`src/rtl/dac_ds_multi.sv`:
```
// Multi-channel first-order delta-sigma DAC with valid/ready sample handshake and soft-mute gain ramp.
// Define DAC_DITHER_EN to add a shared 16-bit LFSR dither bit to every channel's modulator sum.
module dac_ds_multi #(
  parameter int CHANNELS = 2,
  parameter int WIDTH    = 8,
  parameter int GB       = 4,
  parameter int RAMP_DIV = 16
) (
  input  logic                      clock,
  input  logic                      reset,
  input  logic                      ce,
  input  logic [CHANNELS*WIDTH-1:0] d,
  input  logic                      valid,
  output logic                      ready,
  input  logic                      mute,
  output logic                      muted,
  output logic [CHANNELS-1:0]       q
);

  localparam int PW   = (RAMP_DIV > 1) ? $clog2(RAMP_DIV) : 1;
  localparam int PWID = WIDTH + GB + 2;
  localparam logic [WIDTH-1:0] MID  = {1'b1, {(WIDTH-1){1'b0}}};
  localparam logic [GB:0]      GMAX = {1'b1, {GB{1'b0}}};
  localparam logic [PW-1:0]    LAST = PW'(RAMP_DIV - 1);

  typedef enum logic [1:0] {MUTED, UP, RUN, DOWN} state_t;

  // Offset-binary sample scaled about midscale; the product always fits, so the result never overflows.
  function automatic logic [WIDTH-1:0] scale(input logic [WIDTH-1:0] s, input logic [GB:0] g);
    logic signed [WIDTH:0]  v;
    logic signed [PWID-1:0] vx;
    logic signed [PWID-1:0] gx;
    logic signed [PWID-1:0] p;
    v     = $signed({1'b0, s}) - $signed({1'b0, MID});
    vx    = PWID'(v);
    gx    = PWID'($signed({1'b0, g}));
    p     = vx * gx;
    scale = MID + WIDTH'(p >>> GB);
  endfunction

  function automatic logic [GB:0] gain_inc(input logic [GB:0] g);
    gain_inc = (g == GMAX) ? g : g + 1'b1;
  endfunction

  function automatic logic [GB:0] gain_dec(input logic [GB:0] g);
    gain_dec = (g == '0) ? g : g - 1'b1;
  endfunction

  logic                      pending;
  logic [CHANNELS*WIDTH-1:0] pend_p0;
  logic [CHANNELS*WIDTH-1:0] active_p0;
  logic [CHANNELS*WIDTH-1:0] sample_p0;
  logic [PW-1:0]             presc;
  logic                      step;
  logic [GB:0]               gain;
  state_t                    state;
  state_t                    tgt;
  logic                      dith;

  assign ready = ~pending;

  // Sample handshake: one holding register, handed to all channels together on a ce tick.
  always_ff @(posedge clock or negedge reset) begin
    if (!reset) begin
      pending   <= 1'b0;
      pend_p0   <= {CHANNELS{MID}};
      active_p0 <= {CHANNELS{MID}};
    end else if (ce && pending) begin
      active_p0 <= pend_p0;
      pending   <= 1'b0;
    end else if (valid && !pending) begin
      pend_p0 <= d;
      pending <= 1'b1;
    end
  end

  // A sample being handed over on this tick is already the one the modulators see.
  assign sample_p0 = pending ? pend_p0 : active_p0;

  always_ff @(posedge clock or negedge reset) begin
    if (!reset) begin
      presc <= '0;
    end else if (ce) begin
      presc <= (presc == LAST) ? '0 : presc + 1'b1;
    end
  end

  assign step = ce && (presc == LAST);

  always_comb begin
    tgt = state;
    case (state)
      MUTED:   if (!mute) tgt = UP;
      UP:      if (mute)  tgt = DOWN;
      RUN:     if (mute)  tgt = DOWN;
      DOWN:    if (!mute) tgt = UP;
      default: tgt = MUTED;
    endcase
  end

  // Direction change takes effect first; a coincident step then moves gain in the new direction.
  always_ff @(posedge clock or negedge reset) begin
    if (!reset) begin
      state <= MUTED;
      gain  <= '0;
      muted <= 1'b1;
    end else begin
      state <= tgt;
      muted <= (tgt == MUTED);
      if (step && tgt == UP) begin
        gain <= gain_inc(gain);
        if (gain_inc(gain) == GMAX) state <= RUN;
      end else if (step && tgt == DOWN) begin
        gain <= gain_dec(gain);
        if (gain_dec(gain) == '0) begin
          state <= MUTED;
          muted <= 1'b1;
        end
      end
    end
  end

`ifdef DAC_DITHER_EN
  logic [15:0] lfsr;

  always_ff @(posedge clock or negedge reset) begin
    if (!reset) begin
      lfsr <= 16'hACE1;
    end else if (ce) begin
      lfsr <= {lfsr[0] ^ lfsr[2] ^ lfsr[3] ^ lfsr[5], lfsr[15:1]};
    end
  end

  assign dith = lfsr[0];
`else
  assign dith = 1'b0;
`endif

  for (genvar ch = 0; ch < CHANNELS; ch++) begin : g_ch
    logic [WIDTH-1:0] e_p0;
    logic [WIDTH:0]   sum_p0;
    logic [WIDTH-1:0] acc_p1;
    logic             q_p1;

    assign e_p0   = scale(sample_p0[ch*WIDTH +: WIDTH], gain);
    assign sum_p0 = {1'b0, acc_p1} + {1'b0, e_p0} + {{WIDTH{1'b0}}, dith};

    // Stage p0 -> p1: accumulator and carry-out register feeding the output pin.
    always_ff @(posedge clock or negedge reset) begin
      if (!reset) begin
        acc_p1 <= MID;
        q_p1   <= 1'b0;
      end else if (ce) begin
        acc_p1 <= sum_p0[WIDTH-1:0];
        q_p1   <= sum_p0[WIDTH];
      end
    end

    assign q[ch] = q_p1;
  end

endmodule

```
`config.mk`:
```
export PLATFORM = sky130hd
export DESIGN_NAME = dac_ds_multi
export DESIGN_NICKNAME = d
export VERILOG_FILES = /design/src/rtl/dac_ds_multi.sv
export SDC_FILE = /design/constraint.sdc
export NUM_CORES = 1
export LEC_CHECK = 0
export BUFFER_PORTS_ARGS = -buffer_cell sky130_fd_sc_hd__buf_4
export CORE_MARGIN = 2
export CORE_UTILIZATION = 41
export DETAILED_ROUTE_END_ITERATION = 6
export GPL_TIMING_DRIVEN = 0
export PLACE_DENSITY = 0.62
export SLEW_MARGIN = 5
export SYNTH_ARGS = -nofsm -noshare
export SYNTH_HDL_FRONTEND = slang
export SYNTH_SLANG_ARGS = --single-unit
```
`constraint.sdc`:
```
create_clock -name clock -period 8.7 [get_ports clock]
set_clock_uncertainty 0.2 [all_clocks]
set_input_delay 0.435 -clock clock [delete_from_list [all_inputs] [get_ports clock]]
set_output_delay 0.435 -clock clock [all_outputs]
set_load 0.01 [all_outputs]
```
==> results of run 1 <==
## synthesized netlist by cell type (4+ instances only)
library cell / number
buf_2: 4
clkbuf_1: 15
nand4_1: 4
and2_1: 11
nor2_1: 63
dfstp_2: 7
mux2i_1: 16
xor2_1: 8
mux2_1: 16
a21oi_1: 25
a21o_1: 9
or3_1: 5
nand2_1: 25
mux2_2: 32
nor2b_1: 22
xnor2_1: 26
o21ai_1: 8
nand2b_1: 8
fa_1: 46
a31oi_1: 6
nor3_1: 10
o21ai_0: 10
dfrtp_1: 56
ha_1: 53
inv_1: 92
## critical path: cells and delay by family (launching register included)
| family | cells | cell delay (ns) |
|---|---|---|
| adders and majority gates | 5 | 2.06 |
| buffers and inverters | 4 | 0.64 |
| DFF | 1 | 0.38 |
| AOI/OAI and AO/OA | 6 | 1.48 |
| and+or+nand+nor | 2 | 0.27 |
| muxes | 2 | 0.78 |
## cells by family (layout without fill, tap and decap cells)
family / Yosys count / count (layout)
AOI/OAI and AO/OA: 89 / 89
xor gates and xnor gates: 34 / 34
adders and majority gates: 99 / 99
buffers and inverters: 116 / 156
DFF: 63 / 63
muxes: 65 / 65
and+or+nand+nor: 160 / 160
## per-stage QoR
step / instances / hold slack (ns)
2_1_floorplan: 626 / -0.0606
3_3_place_gp: 834 / 0.273
3_5_place_dp: 834 / 0.281
4_1_cts: 850 / 0.0278
5_1_grt: 850 / 0.0721
6_report: 850 / -0.0138
## state kept, by name, summed over array words and instances (netlist names)
signal and flops:
active_p0 16, g_ch.q_p1 2, g_ch.acc_p1 16, presc 4, state 2, pend_p0 16
pending 1, muted 1, gain 5
## final cells by class
type	count	area, sq um
tap	184	230
clock inverter	6	93.8
multi-input combinational	447	3950
timing repair buffer	24	180
fill	1356	7700
buffer	23	103
sequential	63	1590
clock buffer	10	229
inverter	93	349
## metal layers
metal	vias to the layer above	global-route usage, %
li1	2128	-
met1	2108	21.8
met2	81	26.6
met3	19	2.96
met4	0	6.27
met5	-	0
## worst paths after layout
kind | from | endpoint | slack [ns] | cells past startpoint
worst max-delay path | pending$_DFFE_PN0P_ | g_ch[1].acc_p1[6]$_DFFE_PN0P_ | 2.78 | 19
worst min-delay path | reset | pend_p0[5]$_DFFE_PN0P_ | -0.01 | 1
max in group asynchronous | reset | presc[2]$_DFFE_PN0P_ | 7.77 | 1
worst max register to register | pending$_DFFE_PN0P_ | g_ch[1].acc_p1[6]$_DFFE_PN0P_ | 2.78 | 19
worst min register to register | active_p0[4]$_DFFE_PN0P_ | active_p0[4]$_DFFE_PN0P_ | 0.29 | 1
min in group clock | d[11] | pend_p0[11]$_DFFE_PN0P_ | 0.12 | 2
## cells in the final DEF, fill, tap and decap left out, types with 4 or more instances in the layout
cell | netlist | layout
mux2_1 | 16 | 16
buf_4 | 3 | 27
ha_1 | 53 | 53
mux2i_1 | 16 | 16
xor2_1 | 8 | 8
a31oi_1 | 6 | 6
nor3_1 | 10 | 10
inv_1 | 92 | 92
and2_1 | 11 | 11
nand2_1 | 25 | 25
clkbuf_16 | 0 | 9
fa_1 | 46 | 46
nand4_1 | 4 | 4
dfstp_2 | 7 | 7
or3_1 | 5 | 5
clkbuf_1 | 15 | 16
o21ai_1 | 8 | 8
nor2b_1 | 22 | 22
mux2_2 | 32 | 32
a21oi_1 | 25 | 25
a21o_1 | 9 | 9
o21ai_0 | 10 | 10
buf_2 | 4 | 4
nor2_1 | 63 | 63
xnor2_1 | 26 | 26
dfrtp_1 | 56 | 56
nand2b_1 | 8 | 8
==> results.py, run 1 <==
metrics = {
    "run_status": {
        "outcome": "finished with violations",
        "failed_checks": "negative hold slack",
    },
    "synthesis": {
        "synth_fp_nets": 746,
        "yosysWarnings": 0,
        "synth-xor-area-share_pct": 4.97,
        "synth_top_area_share_pct": 23.4,
        "async_reset_ff_share_pct": 100,
        "ys_ff_latch": 63,
        "synth_top_family_by_area": "adder cells",
        "synth_cell_type_count": 58,
        "syn-instance-count": 626,
        "ys_top_cells_by_area": "dfrtp_1 23%, fa_1 15%, ha_1 11%",
        "synth_edf_count": 0,
        "synth_ff_type": "dfrtp_1",
        "muxShareOfSynthArea_pct": 11.9,
        "ys_seq_area_share_pct": 26.5,
        "avgSynthCellArea_sq_um": 9.57,
        "synthAdderAreaFrac_pct": 26.4,
        "synth-compound-area-share_pct": 9.57,
        "yosys.area_share.simple_pct": 13.1,
        "netlist_area_sq_um": 5990,
        "yosysTopAreaCell": "dfrtp_1",
    },
    "final_layout": {
        "area_delta_synth_final_pct": 12.2,
        "utilization_pct": 46.6,
        "antennaDiodeCount": 0,
        "fin_area_sq_um": 6720,
        "drive_above_1_share_pct": 13.8,
        "fin_nets": 781,
    },
    "worst_setup_path": {
        "critPathLaunchType": "flip-flop",
        "cp_slowest_cell": "fa_1",
        "crit_fanout": 10,
        "critical_path_class": "flip-flop to flip-flop",
        "cp_common_cell": "fa_1",
        "crit_chain": "buf_4, buf_2, mux2i_1, nor2_1, fa_1, fa_1, inv_1, fa_1, inv_1, ha_1, a2111oi_0, a21oi_2, a311o_1, a21o_1, ha_1, nor2b_1, o31a_1, a21oi_1, mux2_2",
        "endpoint_kind": "flip-flop",
        "cp.required_ns": 8.72,
        "cpPeakStageDelay_ns": 0.53,
        "worstPathArrival_ns": 5.94,
    },
    "route": {
        "vias": 4336,
        "post_drt_wl_per_cell_um": 14.2,
        "final_antenna_net_count": 0,
        "dr.pass1.iters": 5,
        "top_layer_used": "met4",
        "drc": 0,
        "wl_met3_um": 424,
        "route.met2.wl_mm": 5.68,
        "routed_via_density": 5.10,
        "drt-met1-wl_mm": 5.75,
        "routed_wirelength_mm": 12.1,
        "drtIter0Drc": 261,
    },
    "sta": {
        "max_freq_mhz": 169,
        "setup_violations": 0,
        "rsz0062_at_grt": "false",
        "slew-limit-headroom_pct": 45.5,
        "tightest_slew_ns": 0.817,
        "finalCritPeriodShare_pct": 68.1,
        "whs_ns": -0.0138,
        "final_hold_viol_count": 10,
        "min_period_ns": 5.92,
        "tns_ns": 0,
        "slew_viol_final": 0,
        "setup_ws_ns": 2.78,
    },
    "grt": {
        "groute.usage.overall_pct": 16.4,
        "grt_antenna_before_repair": 0,
        "grt_overflow": 0,
        "grt_max_degree": 64,
        "grt_pass1_vias": 4536,
        "grt_first_pass_wirelength_mm": 20.8,
    },
    "placed_design": {
        "placement.io_buffers": 24,
        "routabilityCongestion": 0.881,
        "place_area_sq_um": 6400,
        "pre_cts_slack_ns": 2.78,
        "dp_hpwl_mm": 9.67,
    },
    "flow_run": {
        "maxCapViolCount": 0,
    },
    "worst_hold_path": {
        "hold_path_class": "primary input to asynchronous set/reset pin",
    },
    "clocking": {
        "clock_latency_ns": 0.34,
        "numCtsBuffers": 9,
        "cts_resized": 0,
        "clock_sinks": 63,
        "max-clock-path-buffers": 2,
        "path_clk_slew_ns": 0.06,
        "post_cts_buffers": 0,
        "cts_hold_buf": 0,
        "cts_root_buf": "clkbuf_16",
        "ctsHtreeMaxLevel": 3,
        "cts_tree": "done",
    },
    "floorplanning": {
        "design.die.area_sq_um": 15600,
        "num_io_pins": 25,
        "start_util_pct": 41.5,
        "rows": 44,
        "die_h_um": 125,
        "core_sq_um": 14400,
        "die_width_um": 125,
    },
}
Power of run 1 is not shown: default switching activity piles up to over one toggle a cycle in this logic, so the estimate is an artifact.
==> inputs of run 2 (changes only) <==
==> constraint.sdc (replaced) <==
create_clock -name clock -period 6.05 [get_ports clock]
set_clock_uncertainty 0.2 [all_clocks]
set_input_delay 0.3025 -clock clock [delete_from_list [all_inputs] [get_ports clock]]
set_output_delay 0.3025 -clock clock [all_outputs]
set_load 0.01 [all_outputs]
==> results.py, run 2 (synthesized netlist as in run 1, its figures left out) <==
metrics = {
    "run_status": {
        "outcome": "complete, no violations",
    },
    "sta": {
        "setup_violations": 0,
        "rsz0062_at_grt": "false",
        "tightest_slew_ns": 0.815,
        "slew-limit-headroom_pct": 45.7,
        "tns_ns": 0,
        "final_hold_viol_count": 0,
        "max_freq_mhz": 172,
        "finalCritPeriodShare_pct": 96.3,
        "min_period_ns": 5.82,
        "slew_viol_final": 0,
    },
    "route": {
        "drc": 0,
        "final_antenna_net_count": 0,
        "drtIter0Drc": 192,
        "routed_wirelength_mm": 12.2,
        "post_drt_wl_per_cell_um": 14.1,
        "vias": 4432,
        "routed_via_density": 5.12,
        "dr.pass1.iters": 4,
    },
    "clocking": {
        "numCtsBuffers": 9,
        "cts_root_buf": "clkbuf_16",
        "ctsHtreeMaxLevel": 3,
        "path_clk_slew_ns": 0.06,
        "post_cts_buffers": 0,
        "cts_tree": "done",
        "clock_latency_ns": 0.34,
        "clock_sinks": 63,
        "max-clock-path-buffers": 2,
    },
    "worst_setup_path": {
        "cp.required_ns": 6.07,
        "rrSetupSlack_ns": 0.23,
        "worstPathArrival_ns": 5.84,
        "endpoint_kind": "flip-flop",
        "critPathBufInv": 5,
        "cpLargestDelayFamily": "adder cells",
        "r2r_start": "gain[0]$_DFFE_PN0P_",
        "critical_path_class": "flip-flop to flip-flop",
        "reg2reg_depth": 19,
        "cp_slowest_cell": "fa_1",
        "crit_fanout": 10,
        "cpPeakStageDelay_ns": 0.53,
        "r2r_end": "g_ch[1].acc_p1[6]$_DFFE_PN0P_",
        "critPathLaunchType": "flip-flop",
        "crit_chain": "clkbuf_1, inv_1, clkbuf_1, nor2_1, fa_1, fa_1, inv_1, fa_1, inv_1, ha_1, a2111oi_1, a21oi_2, a311o_1, a21o_1, ha_1, nor2b_1, o31a_1, a21oi_1, mux2_2",
    },
    "grt": {
        "grt_pass1_vias": 4638,
        "grt_first_pass_wirelength_mm": 21.1,
        "grt_max_degree": 64,
        "grt_overflow": 0,
        "grt_antenna_before_repair": 0,
        "groute.usage.overall_pct": 16.6,
    },
    "final_layout": {
        "drive_above_1_share_pct": 13.9,
        "area_delta_synth_final_pct": 15.3,
        "layout_commonest_cell": "inv_1",
        "reg.largest.list": "active_p0: 16 flops, g_ch.acc_p1: 16 flops, pend_p0: 16 flops",
        "fin_nets": 797,
        "layout_common_cells": "92 x inv_1, 63 x nor2_1, 56 x dfrtp_1",
        "antennaDiodeCount": 0,
    },
    "floorplanning": {
        "rows": 44,
        "die_width_um": 125,
        "die_h_um": 125,
        "num_io_pins": 25,
        "core_sq_um": 14400,
        "design.die.area_sq_um": 15600,
        "start_util_pct": 41.5,
    },
    "placed_design": {
        "placement.io_buffers": 24,
        "dp_hpwl_mm": 9.67,
        "routabilityCongestion": 0.881,
    },
    "worst_hold_path": {
        "hold_path_class": "primary input to flip-flop",
        "hold_end": "state[0]$_DFF_PN0_",
        "hp-start": "mute",
        "min_delay_path_depth": 2,
    },
    "flow_run": {
        "maxCapViolCount": 0,
    },
}
[run 2: cell count changes in the layout (fill, tap and decap cells not counted), sizes merged]
cell / previous run / this run
dlygate4sd3: 0 / 17
buf: 32 / 31
[run 2: repair_timing]
action | in CTS | in global routing
hold buffers | 17 | 0
gates resized for setup | 0 | 5
endpoints found under the hold margin | 72 | 0
endpoints found under the setup margin | 0 | 4
[run 2: stage by stage]
step / hold WS, ns / setup WS, ns / util, % / instance area, sq um / cells
3_5_place_dp: 0.252 / 0.126 / 44.4 / 6400 / 834
3_3_place_gp: 0.237 / 0.310 / 44.4 / 6400 / 834
4_1_cts: 0.0472 / 0.110 / 47.8 / 6890 / 867
5_1_grt: 0.0680 / 0.0101 / 47.9 / 6910 / 866
2_1_floorplan: -0.193 / 0.707 / - / 5990 / 626
6_report: 0.0604 / 0.226 / 47.9 / 6910 / 866
[run 2: routing by layer]
| layer | GRT usage [%] | wire length [um] |
|---|---|---|
| met3 | 2.96 | 392 |
| met2 | 27.4 | 5800 |
| met1 | 21.8 | 5800 |
| met5 | 0 | 0 |
| met4 | 6.27 | 206 |
[run 2: final cells by class]
type	count	area, sq um
fill	1329	7520
multi-input combinational	447	3970
sequential	63	1590
timing repair buffer	41	350
inverter	93	349
tap	184	230
clock buffer	10	229
buffer	22	97.6
clock inverter	6	93.8
[run 2: how the worst max path moves through the flow]
stage	from	endpoint	slack, ns	depth (start not counted)
2_1_floorplan	pending$_DFFE_PN0P_	g_ch[1].acc_p1[6]$_DFFE_PN0P_	0.71	20
4_1_cts	pending$_DFFE_PN0P_	g_ch[1].acc_p1[6]$_DFFE_PN0P_	0.11	19
3_5_place_dp	pending$_DFFE_PN0P_	g_ch[1].acc_p1[6]$_DFFE_PN0P_	0.13	19
6_report	gain[0]$_DFFE_PN0P_	g_ch[1].acc_p1[6]$_DFFE_PN0P_	0.23	19
5_1_grt	gain[0]$_DFFE_PN0P_	g_ch[0].acc_p1[7]$_DFFE_PN1P_	0.01	19
3_3_place_gp	pending$_DFFE_PN0P_	g_ch[0].acc_p1[7]$_DFFE_PN1P_	0.31	19
Power of run 2 is left out for the same reason.
==> inputs of run 3 (changes only) <==
--- a/config.mk
+++ b/config.mk
@@ -10,7 +10,6 @@
 export CORE_UTILIZATION = 41
 export DETAILED_ROUTE_END_ITERATION = 6
 export GPL_TIMING_DRIVEN = 0
-export PLACE_DENSITY = 0.62
 export SLEW_MARGIN = 5
 export SYNTH_ARGS = -nofsm -noshare
 export SYNTH_HDL_FRONTEND = slang
==> results.py, run 3 (synthesized netlist as in run 1, its figures left out) <==
metrics = {
    "placed_design": {
        "pre_cts_slack_ns": 0.126,
        "placement.io_buffers": 24,
        "dp_cells": 834,
        "dp_hpwl_mm": 9.61,
        "routabilityCongestion": 0.851,
    },
    "final_layout": {
        "reg.largest.list": "active_p0: 16 flops, g_ch.acc_p1: 16 flops, pend_p0: 16 flops",
        "layout_common_cells": "92 x inv_1, 63 x nor2_1, 56 x dfrtp_1",
        "drive_above_1_share_pct": 14.3,
        "layout_commonest_cell": "inv_1",
        "final_cells": 867,
        "fillers": 1384,
        "area_delta_synth_final_pct": 15.6,
        "fin_nets": 798,
        "utilization_pct": 48.0,
        "antennaDiodeCount": 0,
    },
    "sta": {
        "tightest_slew_ns": 0.799,
        "finalCritPeriodShare_pct": 97.0,
        "slew_viol_final": 0,
        "slew-limit-headroom_pct": 46.7,
        "final_hold_viol_count": 0,
        "setup_ws_ns": 0.182,
        "min_period_ns": 5.87,
        "max_freq_mhz": 170,
        "setup_violations": 0,
        "whs_ns": 0.0640,
        "rsz0062_at_grt": "true",
    },
    "worst_setup_path": {
        "endpoint_kind": "flip-flop",
        "crit_fanout": 10,
        "reg2reg_depth": 19,
        "critPathLaunchType": "flip-flop",
        "worstPathArrival_ns": 5.88,
        "cp.required_ns": 6.06,
        "critical_path_class": "flip-flop to flip-flop",
    },
    "grt": {
        "grt_first_pass_wirelength_mm": 20.9,
        "grt_overflow": 0,
        "groute.usage.overall_pct": 16.4,
        "met2_usage_pct": 28.9,
        "grt_max_degree": 64,
        "grt_pass1_vias": 4487,
        "met1_usage_pct": 20.9,
        "grt_busiest_layer": "met2",
        "gr-usage-met3_pct": 2.79,
        "grt_antenna_before_repair": 0,
    },
    "route": {
        "final_antenna_net_count": 0,
        "dr.pass1.iters": 4,
        "drtIter0Drc": 274,
        "post_drt_wl_per_cell_um": 13.9,
        "vias": 4341,
        "drc": 0,
        "routed_via_density": 5.01,
        "routed_wirelength_mm": 12.1,
    },
    "clocking": {
        "ctsHtreeMaxLevel": 3,
        "max-clock-path-buffers": 2,
        "post_cts_buffers": 0,
        "clock_latency_ns": 0.33,
        "numCtsBuffers": 9,
        "cts_root_buf": "clkbuf_16",
        "clock_sinks": 63,
        "path_clk_slew_ns": 0.05,
        "cts_tree": "done",
    },
    "floorplanning": {
        "num_io_pins": 25,
        "die_width_um": 125,
        "die_h_um": 125,
        "rows": 44,
        "core_sq_um": 14400,
        "start_util_pct": 41.5,
        "design.die.area_sq_um": 15600,
    },
    "flow_run": {
        "maxCapViolCount": 0,
    },
    "worst_hold_path": {
        "hold_path_class": "primary input to flip-flop",
        "min_delay_path_depth": 2,
    },
    "run_status": {
        "outcome": "complete, no violations",
    },
}
==> run 3: timing repair <==
action / in CTS / in global routing
hold buffers: 17 / 0
endpoints found under the setup margin: 0 / 5
gates resized for setup: 0 / 7
endpoints found under the hold margin: 72 / 0
==> run 3: per-layer routing <==
layer	share of wire, %	wire [um]	vias to the layer above
met5	0	0	-
met4	1.2	149	0
met3	3.5	428	14
met2	49	5870	89
met1	47	5620	2071
li1	-	-	2167
==> run 3: critical path: stages, from the launching register on <==
cell and delay (ns):
dfrtp_1 0.37, clkbuf_1 0.39, clkbuf_1 0.50, nand2b_1 0.15, fa_1 0.52, inv_1 0.05, fa_1 0.47, inv_1 0.05
fa_1 0.52, inv_1 0.04, ha_1 0.32, a2111oi_0 0.50, a21oi_2 0.16, a311o_1 0.37, a21o_1 0.20, ha_1 0.30
nor2b_1 0.14, o31a_1 0.17, a21oi_1 0.05, mux2_2 0.27
==> run 3: through the flow <==
stage	setup TNS [ns]	area (sq um)
after detailed placement	0	6400
after CTS	0	6900
after global routing	-0.0774	6920
after floorplan	0	5990
after global placement	0	6400
final	0	6920
==> run 3: worst paths after layout <==
path                                            endpoint  slack [ns]                 start
max                        g_ch[1].acc_p1[6]$_DFFE_PN0P_        0.18   gain[2]$_DFFE_PN0P_
min in group asynchronous         pend_p0[5]$_DFFE_PN0P_        0.39                 reset
max reg2reg                g_ch[1].acc_p1[6]$_DFFE_PN0P_        0.18   gain[2]$_DFFE_PN0P_
min                                   state[0]$_DFF_PN0_        0.06                  mute
min reg2reg                         presc[3]$_DFFE_PN0P_        0.29  presc[3]$_DFFE_PN0P_
max in group asynchronous  g_ch[1].acc_p1[3]$_DFFE_PN0P_        4.72                 reset
==> run 3: final cells by class <==
cell class | count | area [sq um] | area share (%)
Inverter | 93 | 349 | 5.04
Sequential cell | 63 | 1590 | 22.9
Tap cell | 184 | 230 | 3.33
Clock inverter | 6 | 93.8 | 1.36
Clock buffer | 10 | 239 | 3.45
Buffer | 23 | 106 | 1.54
Multi-Input combinational cell | 447 | 3970 | 57.3
Timing Repair Buffer | 41 | 350 | 5.06
Power of run 3 is left out for the same reason.
